$ cat config.mk
export PLATFORM = sky130hd
export DESIGN_NAME = debounce_ctrl_flat
export DESIGN_NICKNAME = d
export VERILOG_FILES = /design/src/rtl/debounce_pkg.sv /design/src/rtl/debounce_ctrl_if.sv /design/src/rtl/bit_stable_det.sv /design/src/rtl/debounce_ctrl.sv /design/src/flat_wrapper.sv
export SDC_FILE = /design/constraint.sdc
export NUM_CORES = 1
export LEC_CHECK = 0
export CORE_MARGIN = 2
export CORE_UTILIZATION = 60
export CTS_CLUSTER_SIZE = 12
export DETAILED_ROUTE_END_ITERATION = 16
export GPL_TIMING_DRIVEN = 0
export PLACE_DENSITY = 0.82
export SLEW_MARGIN = 40
export SYNTH_ARGS = -nofsm -noshare
export SYNTH_HDL_FRONTEND = slang
export SYNTH_SLANG_ARGS = --single-unit
$ cat constraint.sdc
create_clock -name clk -period 3.6 [get_ports clk]
set_input_delay 0.54 -clock clk [delete_from_list [all_inputs] [get_ports clk]]
set_output_delay 0.54 -clock clk [all_outputs]
set_load 0.005 [all_outputs]
$ cat src/rtl/debounce_pkg.sv
// Shared definitions for the debounce controller: FSM state encoding,
// default timing parameters and small state-decoding helpers.
package debounce_pkg;

  localparam int DEF_TICK_DIV   = 50000;
  localparam int DEF_STABLE_CNT = 10;

  typedef enum logic [1:0] {
    ST_LOW    = 2'd0,
    ST_WAIT_H = 2'd1,
    ST_HIGH   = 2'd2,
    ST_WAIT_L = 2'd3
  } state_t;

  function automatic logic is_wait(state_t s);
    return (s == ST_WAIT_H) || (s == ST_WAIT_L);
  endfunction

  // WAIT_L still reports the old high level until the fall is committed.
  function automatic logic level_of(state_t s);
    return (s == ST_HIGH) || (s == ST_WAIT_L);
  endfunction

endpackage

$ cat src/rtl/debounce_ctrl_if.sv
// Board-side input and user-side debounced outputs of the debounce controller.
interface debounce_ctrl_if;

  logic din;
  logic db_out;
  logic rise_pulse;
  logic fall_pulse;
  logic busy;

  modport slave (
    input  din,
    output db_out,
    output rise_pulse,
    output fall_pulse,
    output busy
  );

  modport master (
    output din,
    input  db_out,
    input  rise_pulse,
    input  fall_pulse,
    input  busy
  );

endinterface

$ cat src/rtl/bit_stable_det.sv
// Remembers the synchronised input at each enable and reports whether the
// current value agrees with the previous sample.
module bit_stable_det (
  input  logic clk,
  input  logic rst,
  input  logic en,
  input  logic din_s,
  output logic same,
  output logic samp
);

  logic samp_prev;

  always_ff @(posedge clk or posedge rst) begin
    if (rst) begin
      samp_prev <= 1'b0;
    end else if (en) begin
      samp_prev <= din_s;
    end
  end

  assign same = ~(samp_prev ^ din_s);
  assign samp = samp_prev;

endmodule

$ cat src/rtl/debounce_ctrl.sv
// Debounces one noisy board input: synchronise, sample on a prescaled tick,
// and commit a new level only after STABLE_CNT agreeing samples.
module debounce_ctrl
  import debounce_pkg::*;
#(
  parameter int TICK_DIV   = DEF_TICK_DIV,
  parameter int STABLE_CNT = DEF_STABLE_CNT
) (
  input logic            clk,
  input logic            rst,
  debounce_ctrl_if.slave bus
);

  localparam int CNT_W = $clog2(TICK_DIV);
  localparam int SC_W  = $clog2(STABLE_CNT + 1);
  localparam logic [CNT_W-1:0] TICK_LAST = CNT_W'(TICK_DIV - 1);
  localparam logic [SC_W-1:0]  CNT_LAST  = SC_W'(STABLE_CNT - 1);

  logic [1:0]       sync_q;
  logic             din_s;
  logic [CNT_W-1:0] pcnt;
  logic             tick;
  logic             same;
  logic             samp;
  logic [SC_W-1:0]  cnt, cnt_n;
  state_t           state, state_n;
  logic             db_q, rise_q, fall_q, busy_q;

  always_ff @(posedge clk or posedge rst) begin
    if (rst) begin
      sync_q <= 2'b00;
    end else begin
      sync_q <= {sync_q[0], bus.din};
    end
  end

  assign din_s = sync_q[1];

  always_ff @(posedge clk or posedge rst) begin
    if (rst) begin
      pcnt <= '0;
    end else if (tick) begin
      pcnt <= '0;
    end else begin
      pcnt <= pcnt + 1'b1;
    end
  end

  assign tick = (pcnt == TICK_LAST);

  bit_stable_det u_det (
    .clk   (clk),
    .rst   (rst),
    .en    (tick),
    .din_s (din_s),
    .same  (same),
    .samp  (samp)
  );

  always_ff @(posedge clk or posedge rst) begin
    if (rst) begin
      state <= ST_LOW;
      cnt   <= '0;
    end else begin
      state <= state_n;
      cnt   <= cnt_n;
    end
  end

  // Inside a WAIT state the previous sample always holds the candidate level,
  // so "same as last sample" with that level means another agreeing tick.
  always_comb begin
    state_n = state;
    cnt_n   = cnt;
    if (tick) begin
      case (state)
        ST_LOW: begin
          if (din_s) begin
            state_n = ST_WAIT_H;
            cnt_n   = SC_W'(1);
          end
        end
        ST_WAIT_H: begin
          if (same && samp) begin
            if (cnt == CNT_LAST) begin
              state_n = ST_HIGH;
              cnt_n   = '0;
            end else begin
              cnt_n = cnt + 1'b1;
            end
          end else begin
            state_n = ST_LOW;
            cnt_n   = '0;
          end
        end
        ST_HIGH: begin
          if (!din_s) begin
            state_n = ST_WAIT_L;
            cnt_n   = SC_W'(1);
          end
        end
        ST_WAIT_L: begin
          if (same && !samp) begin
            if (cnt == CNT_LAST) begin
              state_n = ST_LOW;
              cnt_n   = '0;
            end else begin
              cnt_n = cnt + 1'b1;
            end
          end else begin
            state_n = ST_HIGH;
            cnt_n   = '0;
          end
        end
        default: begin
          state_n = ST_LOW;
          cnt_n   = '0;
        end
      endcase
    end
  end

  // Outputs are registered from the next state so they line up with the state flop.
  always_ff @(posedge clk or posedge rst) begin
    if (rst) begin
      db_q   <= 1'b0;
      rise_q <= 1'b0;
      fall_q <= 1'b0;
      busy_q <= 1'b0;
    end else begin
      db_q   <= level_of(state_n);
      rise_q <= (state == ST_WAIT_H) && (state_n == ST_HIGH);
      fall_q <= (state == ST_WAIT_L) && (state_n == ST_LOW);
      busy_q <= is_wait(state_n);
    end
  end

  assign bus.db_out     = db_q;
  assign bus.rise_pulse = rise_q;
  assign bus.fall_pulse = fall_q;
  assign bus.busy       = busy_q;

endmodule
$ cat src/flat_wrapper.sv
// flat-port wrapper written by rule: the top's interface ports become plain ports
module debounce_ctrl_flat import debounce_pkg::*;
#(
  parameter int TICK_DIV   = DEF_TICK_DIV,
  parameter int STABLE_CNT = DEF_STABLE_CNT
)
  (clk, rst, bus_din, bus_db_out, bus_rise_pulse, bus_fall_pulse, bus_busy);
  debounce_ctrl_if bus_i ();
  input logic clk;
  input logic rst;
  input wire logic [$bits(bus_i.din)-1:0] bus_din;
  output wire logic [$bits(bus_i.db_out)-1:0] bus_db_out;
  output wire logic [$bits(bus_i.rise_pulse)-1:0] bus_rise_pulse;
  output wire logic [$bits(bus_i.fall_pulse)-1:0] bus_fall_pulse;
  output wire logic [$bits(bus_i.busy)-1:0] bus_busy;
  assign bus_i.din = bus_din;
  assign bus_db_out = bus_i.db_out;
  assign bus_rise_pulse = bus_i.rise_pulse;
  assign bus_fall_pulse = bus_i.fall_pulse;
  assign bus_busy = bus_i.busy;
  debounce_ctrl #(.TICK_DIV(TICK_DIV), .STABLE_CNT(STABLE_CNT)) u_core (.clk(clk), .rst(rst), .bus(bus_i));
endmodule
==> results.sh <==
export IMPL_period_needed_ns=1.947
export IMPL_clock_skew_ns=0.004608
export IMPL_grt_total_usage_pct=20.94
export IMPL_synth_cell_types=36
export IMPL_synth_compound_area_share_pct=9.568
export IMPL_p_leak_nw=0.6349
export IMPL_grt_pass1_vias=967
export IMPL_muxShareOfSynthArea_pct=1.564
export IMPL_power_density_mw_per_mm2=320.6
export IMPL_finalNetCount=138
export IMPL_cts_tree="built"
export IMPL_p_int_w=0.0003798
export IMPL_synthArstFlopShare_pct=100.0
export IMPL_setup_viol=0
export IMPL_yosysMostFrequentCell="dfrtp_1"
export IMPL_min_period_over_period_pct=54.09
export IMPL_drtIter0Drc=7
export IMPL_clock_power_share_pct=31.9
export IMPL_maxCapViolations=0
export IMPL_die_width_um=51.61
export IMPL_hold_buffers=0
export IMPL_pin_count=7
export IMPL_hold_viol=0
export IMPL_synth_top_area_share_pct=51.52
export IMPL_fmax_mhz=513.6
export IMPL_tightestPinTransition_ns=0.5727
export IMPL_path_buf_inv=1
export IMPL_yosysSeqAreaShare_pct=51.52
export IMPL_yosys_top_cells_area="dfrtp_1 (52%), xnor2_1 (5.2%), xor2_1 (3.9%)"
export IMPL_path_class="flip-flop to output port"
export IMPL_drv_slew=0
export IMPL_syn_inst=123
export IMPL_drt_wl_total_um=2391
export IMPL_fill_cells=169
export IMPL_ys_flop_type="dfrtp_1"
export IMPL_endpoint_kind="output port"
export IMPL_cp_start_kind="flip-flop"
export IMPL_dpl_hpwl_um=1764
export IMPL_grt_pass1_wl_um=4091
export IMPL_startpoint="u_core.state[0]"
export IMPL_min_path_cells=0
export IMPL_critPathMaxStageDelay_ns=0.56
export IMPL_firstDrtPassIters=4
export IMPL_vias=971
export IMPL_htree_levels=1
export IMPL_wl_per_cell_um=14.85
export IMPL_syn_nets=127
export IMPL_crit_family="buffers and inverters"
export IMPL_ir_drop_uv=218.0
export IMPL_synth_simple_area_share_pct=25.11
export IMPL_cts_buffers=3
export IMPL_rows=17
export IMPL_hold_path_class="flip-flop to flip-flop"
export IMPL_synth_edf_count=0
export IMPL_clk_latency_ns=0.32
export IMPL_fin_tns_setup_ns=0
export IMPL_synth_avg_cell_area_um2=11.06
export IMPL_synthXorXnorAreaFrac_pct=9.016
export IMPL_io_buffers=6
export IMPL_core_area_mm2=0.002170
export IMPL_p_total_w=0.0004781
export IMPL_cpMaxStageDelayCell="clkdlybuf4s50_1"
export IMPL_arrival_ns=1.41
export IMPL_slew_headroom_pct=61.76
export IMPL_setup_ws_ns=1.653
export IMPL_hold_path_startpoint="u_core.sync_q[0]"
export IMPL_cp_depth=1
export IMPL_synth_top_family_by_area="simple AND/OR/NAND/NOR gates"
export IMPL_cts_resized=0
export IMPL_drcViolationCount=0
export IMPL_switching_share_pct=20.56
export IMPL_root_buffer="clkbuf_4"
export IMPL_drive_gt1_share_pct=9.023
export IMPL_area_growth_pct=9.660
export IMPL_outcome="finished, final reports clean"
export IMPL_syn_area_mm2=0.001360
export IMPL_cts_sinks=28
export IMPL_worst_ep_required_time_ns=3.06
export IMPL_cts_setup_buffers=0
export IMPL_viasPerCell=6.031
export IMPL_grt_max_degree=29
export IMPL_yosys_area_top_type="dfrtp_1"
export IMPL_combPwrFrac_pct=1.9
export IMPL_antenna_cells=0
export IMPL_ff2ff_path_depth=5
export IMPL_seqPwrFrac_pct=66.3
export IMPL_pre_cts_slack_ns=1.724
export IMPL_antenna_found_initial=0
export IMPL_cts_buffer_depth=2
export IMPL_yosys_area_share_adder_pct=0.9200
export IMPL_grt_setup_unrepaired="no"
export IMPL_yosysWarnings=0
export IMPL_die_h_um=51.61
export IMPL_synth_seq_cells=28
export IMPL_gp_congestion=0.8028
export IMPL_crit_chain="clkdlybuf4s50_1"
export IMPL_path_clk_slew_ns=0.14
export IMPL_ant_nets=0
export IMPL_r2r_start="u_core.pcnt[0]"
export IMPL_critPathMaxFanout=8
export IMPL_switching_power_w=0.00009831
export IMPL_ys_top_cells_by_count="dfrtp_1 (28), nor2_1 (13), nand2_1 (9)"
export IMPL_die_area_mm2=0.002664
export IMPL_grt_remaining_overflow=0
export IMPL_initial_core_util_pct=62.69
==> power by group through the flow <==
stage	registers (W)	logic (W)	clock network, W
after floorplan	0.000322	0.00000548	0
after global placement	0.000323	0.00000899	0
after detailed placement	0.000323	0.00000942	0
after CTS	0.000317	0.00000942	0.000154
after global routing	0.000317	0.0000106	0.000166
final	0.000317	0.00000898	0.000152
==> metrics by stage <==
| stage | hold WS, ns | area, um^2 | util [%] | instances |
|---|---|---|---|---|
| floorplan | 0.3312 | 1360 | - | 123 |
| global placement | 0.3349 | 1455 | 67.07 | 157 |
| detailed placement | 0.3403 | 1455 | 67.07 | 157 |
| CTS | 0.3722 | 1491 | 68.74 | 161 |
| global route | 0.3771 | 1491 | 68.74 | 161 |
| finish | 0.3696 | 1491 | 68.74 | 161 |
==> cell usage in the layout (no fill, tap or decap), types with 4 or more instances in the layout <==
| master | synthesis | layout |
|---|---|---|
| dfrtp_1 | 28 | 28 |
| nor2_1 | 13 | 13 |
| nand2_1 | 9 | 9 |
| xnor2_1 | 8 | 8 |
| nand3_1 | 6 | 6 |
| xor2_1 | 6 | 6 |
| clkdlybuf4s50_1 | 0 | 6 |
| nand4_1 | 5 | 5 |
| and3_1 | 4 | 4 |
| and4_1 | 4 | 4 |
==> worst reg2reg max path, cell delays in order (launching register included) <==
cell and delay [ns]:
dfrtp_1 0.44, ha_1 0.31, and3_1 0.25, nand4_1 0.18, o41ai_1 0.47, a21oi_1 0.14
==> final timing paths <==
| path | slack [ns] | endpoint |
|---|---|---|
| max | 1.65 | bus_busy |
| min | 0.37 | u_core.sync_q[1] |
| max reg2reg | 1.69 | u_core.bus.db_out |
| min reg2reg | 0.37 | u_core.sync_q[1] |
| max in group asynchronous | 2.66 | u_core.state[0] |
| min in group asynchronous | 0.57 | u_core.pcnt[7] |
==> registers in the layout, summed over array words and instances, names as in the netlist <==
register               count
u_core.bus.db_out          1
u_core.bus.fall_pulse      1
u_core.bus.rise_pulse      1
u_core.cnt                 4
u_core.pcnt               16
u_core.state               2
u_core.sync_q              2
u_core.u_det.samp          1
==> layout make-up <==
class	count	area [um^2]	area share, %
repair buffers	6	60.06	4.027
plain buffers	2	16.27	1.091
clock buffers	4	36.28	2.433
inverters	4	15.01	1.007
flip-flops and latches	28	700.7	46.98
well taps	28	35.03	2.349
multi-input cells	89	628.1	42.11
==> cell families after synthesis <==
group | Yosys count
xor+xnor | 14
simple gates | 56
compound gates | 16
mux | 2
buf+inv | 6
flops | 28
fa+ha+maj | 1
==> per-layer routing <==
layer  global-route usage, %  part of all wire (%)  vias to the layer above
li1                        -                     -                      468
met1                   23.90                    43                      478
met2                   37.39                    52                       21
met3                   3.736                   2.9                        4
met4                   10.53                   1.4                        0
met5                       0                     0                        -
No activity file was read; power rests on OpenSTA's default activity.
